===== config.mk =====
export PLATFORM = sky130hd
export DESIGN_NAME = aec_sched
export DESIGN_NICKNAME = d
export VERILOG_FILES = /design/src/rtl/aec_sched.sv
export SDC_FILE = /design/constraint.sdc
export NUM_CORES = 1
export LEC_CHECK = 0
export CAP_MARGIN = 15
export CORE_MARGIN = 1.5
export CORE_UTILIZATION = 50
export CTS_BUF_LIST = sky130_fd_sc_hd__clkbuf_4
export CTS_CLUSTER_DIAMETER = 50
export DETAILED_ROUTE_END_ITERATION = 12
export HOLD_SLACK_MARGIN = 0.15
export PLACE_DENSITY = 0.69
export SLEW_MARGIN = 20
export SYNTH_ARGS = -nofsm -noshare
export SYNTH_HDL_FRONTEND = slang
export SYNTH_SLANG_ARGS = --single-unit

===== constraint.sdc =====
create_clock -name clk -period 4.9 [get_ports clk]
set_clock_uncertainty 0.2 [all_clocks]
set_input_delay 0.49 -clock clk [delete_from_list [all_inputs] [get_ports clk]]
set_output_delay 0.49 -clock clk [all_outputs]
set_load 0.005 [all_outputs]

===== src/rtl/aec_sched.sv =====
// Round-robin front end that buffers one '='-terminated expression per grant,
// replays it to a shared evaluator as a gap-free burst and routes the result back.
module aec_sched #(
  parameter int NREQ      = 4,
  parameter int TIMEOUT   = 255,
  parameter int ISSUE_GAP = 2
) (
  input  logic              clk,
  input  logic              rst,
  input  logic [NREQ-1:0]   req,
  input  logic [8*NREQ-1:0] req_char,
  input  logic [NREQ-1:0]   req_char_vld,
  output logic [NREQ-1:0]   req_char_ack,
  output logic [NREQ-1:0]   grant,
  output logic              eval_ready,
  output logic [7:0]        eval_ascii,
  input  logic              eval_valid,
  input  logic [6:0]        eval_result,
  output logic [NREQ-1:0]   rsp_valid,
  output logic [6:0]        rsp_result,
  output logic              rsp_err,
  output logic              busy
);
  localparam int IW = (NREQ > 1) ? $clog2(NREQ) : 1;
  localparam int TW = $clog2(TIMEOUT + 1);
  localparam int GW = (ISSUE_GAP > 1) ? $clog2(ISSUE_GAP) : 1;
  localparam logic [7:0] EQ_CHAR = 8'h3D;

  typedef enum logic [2:0] {
    IDLE, LOAD, DRAIN, ISSUE, STREAM, WAIT_RES, RESP, GAP
  } state_e;

  state_e          state_q, state_d;
  logic [IW-1:0]   ptr_q, ptr_d;
  logic [IW-1:0]   owner_q, owner_d;
  logic [NREQ-1:0] grant_q, grant_d;
  logic [4:0]      len_q, len_d;
  logic [4:0]      k_q, k_d;
  logic [TW-1:0]   tmr_q, tmr_d;
  logic [GW-1:0]   gap_q, gap_d;
  logic [6:0]      res_q, res_d;
  logic            err_q, err_d;
  logic [7:0]      buf_q [16];

  logic            arb_hit;
  logic [IW-1:0]   arb_sel;
  logic [IW:0]     arb_idx;
  logic [7:0]      own_char;
  logic            own_req;
  logic            own_vld;
  logic [IW-1:0]   next_ptr;
  logic            wr_en;

  // Cyclic scan from the pointer; walking backwards lets the nearest requester win.
  always_comb begin
    arb_hit = 1'b0;
    arb_sel = '0;
    arb_idx = '0;
    for (int j = NREQ - 1; j >= 0; j--) begin
      arb_idx = {1'b0, ptr_q} + (IW+1)'(j);
      if (arb_idx >= (IW+1)'(NREQ)) arb_idx = arb_idx - (IW+1)'(NREQ);
      if (req[arb_idx[IW-1:0]]) begin
        arb_hit = 1'b1;
        arb_sel = arb_idx[IW-1:0];
      end
    end
  end

  always_comb begin
    own_char = '0;
    for (int i = 0; i < NREQ; i++) begin
      if (owner_q == IW'(i)) own_char = req_char[8*i +: 8];
    end
  end

  assign own_req  = req[owner_q];
  assign own_vld  = req_char_vld[owner_q] & grant_q[owner_q];
  assign next_ptr = (owner_q == IW'(NREQ - 1)) ? '0 : owner_q + 1'b1;

  always_comb begin
    state_d = state_q;
    ptr_d   = ptr_q;
    owner_d = owner_q;
    grant_d = grant_q;
    len_d   = len_q;
    k_d     = k_q;
    tmr_d   = tmr_q;
    gap_d   = gap_q;
    res_d   = res_q;
    err_d   = err_q;
    wr_en   = 1'b0;
    unique case (state_q)
      IDLE: begin
        if (arb_hit) begin
          owner_d = arb_sel;
          grant_d = {{(NREQ-1){1'b0}}, 1'b1} << arb_sel;
          len_d   = '0;
          state_d = LOAD;
        end
      end
      LOAD: begin
        if (!own_req) begin
          grant_d = '0;
          ptr_d   = next_ptr;
          gap_d   = '0;
          state_d = GAP;
        end else if (own_vld) begin
          wr_en = 1'b1;
          len_d = len_q + 5'd1;
          if (own_char == EQ_CHAR)   state_d = ISSUE;
          else if (len_q == 5'd15)   state_d = DRAIN;
        end
      end
      DRAIN: begin
        if (!own_req) begin
          grant_d = '0;
          ptr_d   = next_ptr;
          gap_d   = '0;
          state_d = GAP;
        end else if (own_vld && own_char == EQ_CHAR) begin
          res_d   = '0;
          err_d   = 1'b1;
          state_d = RESP;
        end
      end
      ISSUE: begin
        k_d     = '0;
        state_d = STREAM;
      end
      STREAM: begin
        k_d = k_q + 5'd1;
        if (k_q + 5'd1 == len_q) begin
          tmr_d   = '0;
          state_d = WAIT_RES;
        end
      end
      WAIT_RES: begin
        if (eval_valid) begin
          res_d   = eval_result;
          err_d   = 1'b0;
          state_d = RESP;
        end else if (tmr_q == TW'(TIMEOUT)) begin
          res_d   = '0;
          err_d   = 1'b1;
          state_d = RESP;
        end else begin
          tmr_d = tmr_q + 1'b1;
        end
      end
      RESP: begin
        grant_d = '0;
        ptr_d   = next_ptr;
        gap_d   = '0;
        state_d = GAP;
      end
      GAP: begin
        // ISSUE_GAP is at least 1: the evaluator needs an idle cycle to settle.
        if (gap_q == GW'(ISSUE_GAP - 1)) state_d = IDLE;
        else                             gap_d   = gap_q + 1'b1;
      end
      default: state_d = IDLE;
    endcase
  end

  always_ff @(posedge clk) begin
    if (rst) begin
      state_q <= IDLE;
      ptr_q   <= '0;
      owner_q <= '0;
      grant_q <= '0;
      len_q   <= '0;
      k_q     <= '0;
      tmr_q   <= '0;
      gap_q   <= '0;
    end else begin
      state_q <= state_d;
      ptr_q   <= ptr_d;
      owner_q <= owner_d;
      grant_q <= grant_d;
      len_q   <= len_d;
      k_q     <= k_d;
      tmr_q   <= tmr_d;
      gap_q   <= gap_d;
    end
  end

  // Expression buffer and captured result are pure data; only qualified by state.
  always_ff @(posedge clk) begin
    if (wr_en) buf_q[len_q[3:0]] <= own_char;
    res_q <= res_d;
    err_q <= err_d;
  end

  assign req_char_ack = grant_q & req_char_vld &
                        {NREQ{(state_q == LOAD) || (state_q == DRAIN)}};
  assign grant        = grant_q;
  assign eval_ready   = (state_q == ISSUE);
  assign eval_ascii   = (state_q == STREAM) ? buf_q[k_q[3:0]] : 8'h00;
  assign rsp_valid    = (state_q == RESP) ? grant_q : '0;
  assign rsp_result   = (state_q == RESP) ? res_q : 7'd0;
  assign rsp_err      = (state_q == RESP) ? err_q : 1'b0;
  assign busy         = (state_q != IDLE);

endmodule


==> flow_metrics.env, run 1 <==
export IMPL_cts_sinks=170
export IMPL_wl_microns=16300
export IMPL_fin_tns_setup_ns=0
export IMPL_cts_buffers=17
export IMPL_avgSynthCellArea_sq_um=14.2
export IMPL_h_tree_depth=4
export IMPL_io_pins=80
export IMPL_required_ns=4.21
export IMPL_groute_usage_overall_pct=21.7
export IMPL_setup_ws_ns=1.03
export IMPL_grt_pass1_vias=4705
export IMPL_finalNetCount=675
export IMPL_end_kind="output pin"
export IMPL_hold_ws_ns=0.302
export IMPL_numPortBuffers=79
export IMPL_leakage_nw=2.88
export IMPL_slew_limit_headroom_pct=39.7
export IMPL_critPathArrivalTime_ns=3.18
export IMPL_fillers=1152
export IMPL_async_flop_share_pct=0
export IMPL_synth_edff_count=136
export IMPL_synth_top_area_cell="edfxtp_1"
export IMPL_rsz0062_at_grt="no"
export IMPL_final_layout_size_suffix_gt1_share_pct=15.3
export IMPL_final_cell_mix="edfxtp_1, clkdlybuf4s50_1, nor2_1"
export IMPL_drv_cap=0
export IMPL_cts_tree="done"
export IMPL_finalSetupViolations=0
export IMPL_synth_top_area_share_pct=53.9
export IMPL_maxSlewViolCount=0
export IMPL_grt_ovfl_total=0
export IMPL_synth_ff_type="edfxtp_1"
export IMPL_grt_max_degree=33
export IMPL_ant_nets=0
export IMPL_vias_per_cell=5.87
export IMPL_worst_setup_path_type="reg2out"
export IMPL_start_kind="flop"
export IMPL_drt_iter0_drc=452
export IMPL_core_sq_um=14600
export IMPL_ys_seq_area_share_pct=62.9
export IMPL_start_util_pct=51.8
export IMPL_final_hold_violation_count=0
export IMPL_drc=0
export IMPL_final_util_pct=60.4
export IMPL_max_freq_ghz=0.259
export IMPL_cts_resized=0
export IMPL_die_y_microns=126
export IMPL_clock_latency_ns=0.57
export IMPL_layout_commonest_cell="edfxtp_1"
export IMPL_grt_pass1_wl_microns=25600
export IMPL_cts_root_buf="clkbuf_4"
export IMPL_gp_congestion=0.887
export IMPL_cts_hold_buf=0
export IMPL_synth_warnings=0
export IMPL_die_w_microns=126
export IMPL_period_needed_ns=3.87
export IMPL_num_rows=44
export IMPL_drt_pass1_iterations=7
export IMPL_status="complete, no violations"
export IMPL_ys_ff_latch=170
export IMPL_crit_fanout=32
export IMPL_pre_cts_slack_ns=1.31
export IMPL_synth_area_sq_um=7580
export IMPL_synth_cell_types=56
export IMPL_netlist_instances=534
export IMPL_synth_area_leaders="edfxtp_1, mux4_2, dfxtp_1, nor2_1, nand2_1"
export IMPL_antenna_found_initial=1
export IMPL_vdd_drop_max_mv=0.219
export IMPL_syn_to_final_growth_pct=16.7
export IMPL_dieArea_sq_um=15900
export IMPL_cts_setup_buffers=0
export IMPL_cts_buffer_depth=2
export IMPL_avgRoutedWirePerCell_microns=20.0
export IMPL_synth_nets=595
export IMPL_vias=4763
export IMPL_tightest_slew_ns=0.901
export IMPL_power_density_nw_per_um2=442
export IMPL_min_path_type="reg2reg"
export IMPL_clk_pin_slew_worst_paths_ns=0.12
export IMPL_fin_crit_sh_pct=78.9
export IMPL_dp_hpwl_microns=11100
==> registers in the layout, indices dropped and copies added (netlist names), 2 cells and up, named ones only <==
register	count
buf_q	128
grant	4
k_q	5
len_q	5
owner_q	2
ptr_q	2
res_q	7
state_q	3
tmr_q	8
==> area by class of cell <==
type	instances	area, sq um	share of cell area [%]
diodes	1	2.50	0.0283
repair buffers	86	843	9.53
flip-flops and latches	170	4770	53.9
well taps	184	230	2.60
multi-input cells	326	2700	30.5
clock buffers	21	158	1.78
inverters	13	48.8	0.552
clock inverters	11	95.1	1.07
==> worst paths after layout <==
kind | startpoint | to | slack (ns) | depth (start not counted)
max | flop | eval_ascii[0] | 1.03 | 5
max reg2reg | owner_q[0] | res_q[4] | 1.47 | 8
min | ptr_q[0] | ptr_q[0] | 0.30 | 2
min reg2reg | ptr_q[0] | ptr_q[0] | 0.30 | 2
==> worst max-delay path, stage by stage (launching register included) <==
cell,delay [ns]
dfxtp_2,0.33
buf_4,0.51
mux4_2,0.64
mux4_2,0.48
and2_1,0.17
clkdlybuf4s50_1,0.44
==> metrics by stage <==
| stage | cell area (sq um) | cells | power, W |
|---|---|---|---|
| 3_5_place_dp | 8580 | 779 | 0.00319 |
| 5_1_grt | 8850 | 812 | 0.00410 |
| 2_1_floorplan | 7580 | 534 | 0.00271 |
| 3_3_place_gp | 8570 | 779 | 0.00315 |
| 6_report | 8850 | 812 | 0.00391 |
| 4_1_cts | 8830 | 811 | 0.00392 |
==> synth_stat cells, types with 11 or more instances <==
| master | count |
|---|---|
| and2_1 | 19 |
| edfxtp_1 | 136 |
| and3_1 | 16 |
| nand2_1 | 37 |
| ha_1 | 11 |
| dfxtp_1 | 34 |
| mux4_2 | 41 |
| clkbuf_1 | 17 |
| nor2_1 | 50 |
| inv_1 | 13 |
| o21ai_0 | 11 |
| a21oi_1 | 15 |
| nor3_1 | 13 |
==> where the power goes <==
part	leakage (nW)	total [W]	internal (W)	switching [W]
registers	1.50	0.00195	0.00180	0.000144
logic	1.23	0.00121	0.000524	0.000690
clock network	0.143	0.000747	0.000274	0.000473
total	2.88	0.00391	0.00260	0.00131
==> cell families (layout without fill, tap and decap cells) <==
kind of cell    after synthesis  in the layout  share of synthesized area (%)
xor+xnor                     15             15                           1.73
mux                          50             50                           13.5
flops                       170            170                           62.9
simple gates                185            185                           12.6
compound gates               65             65                           5.55
other cells                   0              1                              0
buf+inv                      38            131                           1.98
fa+ha+maj                    11             11                           1.82
==> per-layer routing <==
| layer | vias up | global-route usage (%) | wire length [microns] |
|---|---|---|---|
| met2 | 180 | 32.6 | 7450 |
| met1 | 2353 | 31.7 | 7520 |
| met3 | 24 | 4.67 | 993 |
| met5 | - | 0 | 0 |
| met4 | 0 | 7.37 | 303 |
| li1 | 2206 | - | - |
Power figures use the tool's default switching activity.
==> run 2: changes to the inputs <==
--- a/config.mk
+++ b/config.mk
@@ -12,7 +12,7 @@
 export CTS_CLUSTER_DIAMETER = 50
 export DETAILED_ROUTE_END_ITERATION = 12
 export HOLD_SLACK_MARGIN = 0.15
-export PLACE_DENSITY = 0.69
+export PLACE_DENSITY = 0.72
 export SLEW_MARGIN = 20
 export SYNTH_ARGS = -nofsm -noshare
 export SYNTH_HDL_FRONTEND = slang
==> constraint.sdc (replaced) <==
create_clock -name clk -period 3.4 [get_ports clk]
set_clock_uncertainty 0.2 [all_clocks]
set_input_delay 0.34 -clock clk [delete_from_list [all_inputs] [get_ports clk]]
set_output_delay 0.34 -clock clk [all_outputs]
set_load 0.005 [all_outputs]
==> run 2 against run 1 <==
Compared with the run above: sequential power is 39% higher; largest power group unchanged; worst setup slack worse by 0.92 ns; flip-flop and latch count stayed put; final cell count is 4.7% higher; largest cell class unchanged.
==> flow_metrics.env, run 2 (synthesis results as in run 1) <==
export IMPL_final_hold_violation_count=0
export IMPL_seqCellArea_sq_um=4770
export IMPL_p_total_w=0.00595
export IMPL_required_ns=2.86
export IMPL_multi_input_area_sq_um=2670
export IMPL_maxSlewViolCount=0
export IMPL_dp_hpwl_microns=10900
export IMPL_fillers=1071
export IMPL_finalNetCount=713
export IMPL_leakage_nw=3.17
export IMPL_hold_start="eval_result[0]"
export IMPL_core_sq_um=14600
export IMPL_final_layout_size_suffix_gt1_share_pct=19.4
export IMPL_end_kind="output pin"
export IMPL_ant_nets=0
export IMPL_min_path_type="in2reg"
export IMPL_die_y_microns=126
export IMPL_start_util_pct=51.8
export IMPL_largest_reg_flops=128
export IMPL_clk_pin_slew_worst_paths_ns=0.15
export IMPL_power_density_nw_per_um2=645
export IMPL_cts_buffers=17
export IMPL_fin_tns_setup_ns=0
export IMPL_final_area_sq_um=9240
export IMPL_dieArea_sq_um=15900
export IMPL_worst_setup_path_type="reg2out"
export IMPL_vdd_drop_max_mv=0.312
export IMPL_h_tree_depth=4
export IMPL_period_needed_ns=3.29
export IMPL_gp_congestion=0.843
export IMPL_numPortBuffers=79
export IMPL_crit_fanout=8
export IMPL_drt_iter0_drc=460
export IMPL_drt_pass1_iterations=8
export IMPL_vias=4948
export IMPL_grt_ovfl_total=0
export IMPL_vias_per_cell=5.82
export IMPL_dpl_cell_area_sq_um=8730
export IMPL_max_freq_ghz=0.304
export IMPL_hold_ws_ns=0.233
export IMPL_grt_pass1_wl_microns=24900
export IMPL_wl_microns=16000
export IMPL_cts_hold_buf=0
export IMPL_finalSetupViolations=0
export IMPL_tightest_slew_ns=0.886
export IMPL_antenna_found_initial=1
export IMPL_pre_cts_slack_ns=0.404
export IMPL_io_pins=80
export IMPL_critPathArrivalTime_ns=2.75
export IMPL_grt_max_degree=33
export IMPL_cts_buffer_depth=2
export IMPL_clock_latency_ns=0.56
export IMPL_groute_usage_overall_pct=20.5
export IMPL_avgRoutedWirePerCell_microns=18.8
export IMPL_drv_cap=0
export IMPL_fin_crit_sh_pct=96.8
export IMPL_grt_pass1_vias=4756
export IMPL_syn_to_final_growth_pct=21.9
export IMPL_rsz0062_at_grt="no"
export IMPL_num_rows=44
export IMPL_r2r_start="owner_q[0]"
export IMPL_cts_sinks=170
export IMPL_layout_commonest_cell="edfxtp_1"
export IMPL_slew_limit_headroom_pct=40.7
export IMPL_status="complete, no violations"
export IMPL_cts_root_buf="clkbuf_4"
export IMPL_start_kind="flop"
export IMPL_drc=0
export IMPL_die_w_microns=126
export IMPL_final_cell_mix="edfxtp_1, clkdlybuf4s50_1, nor2_1"
export IMPL_cts_tree="done"
export IMPL_setup_ws_ns=0.109
-- run 2: cell types whose count changed in the layout (fill, tap and decap cells not counted), moves of 4 or more --
cell | before | now
nor3_1 | 9 | 13
dlygate4sd2_1 | 0 | 5
inv_8 | 0 | 4
clkbuf_4 | 21 | 17
buf_4 | 7 | 41
clkdlybuf4s50_1 | 79 | 72
nor3_2 | 5 | 1
-- run 2: worst paths after layout --
check                                     end  slack (ns)  depth (start not counted)
worst min register to register       ptr_q[0]        0.30                          2
worst max register to register       res_q[5]        0.48                          9
worst min-delay path                 res_q[0]        0.23                          2
worst max-delay path            eval_ascii[3]        0.11                          5
-- run 2: repair_timing --
action                     CTS  global route
resized for setup            9             2
setup endpoints to repair    8             3
gates cloned                 2             0
setup buffers                2            12
-- run 2: per-stage QoR --
stage,std cells,util [%]
floorplan,534,-
global placement,801,59.6
detailed placement,801,59.6
CTS,837,62.4
global route,850,63.1
finish,850,63.1
-- run 2: cell type report --
class	count	share of cell area (%)
Antenna cell	1	0.0271
Clock buffer	17	1.38
Clock inverter	15	2.22
Inverter	13	0.528
Multi-Input combinational cell	326	28.9
Sequential cell	170	51.6
Tap cell	184	2.49
Timing Repair Buffer	124	12.8
-- run 2: power breakdown --
group          internal (W)  total, W  switching, W
combinational      0.000874   0.00195       0.00108
clock              0.000541   0.00129      0.000753
sequential          0.00260   0.00271      0.000114
-- run 2: metal layers --
| layer | share of wire [%] | GRT usage [%] |
|---|---|---|
| met5 | 0 | 0 |
| met4 | 0.99 | 6.29 |
| met3 | 6.3 | 5.01 |
| met2 | 47 | 31.9 |
| met1 | 45 | 29.1 |
-- run 2: worst max-delay path, cell delays in order, from the launching register on --
cell	delay, ns
dfxtp_4	0.46
buf_16	0.15
mux4_2	0.53
mux4_2	0.46
and2_1	0.17
clkdlybuf4s50_1	0.43
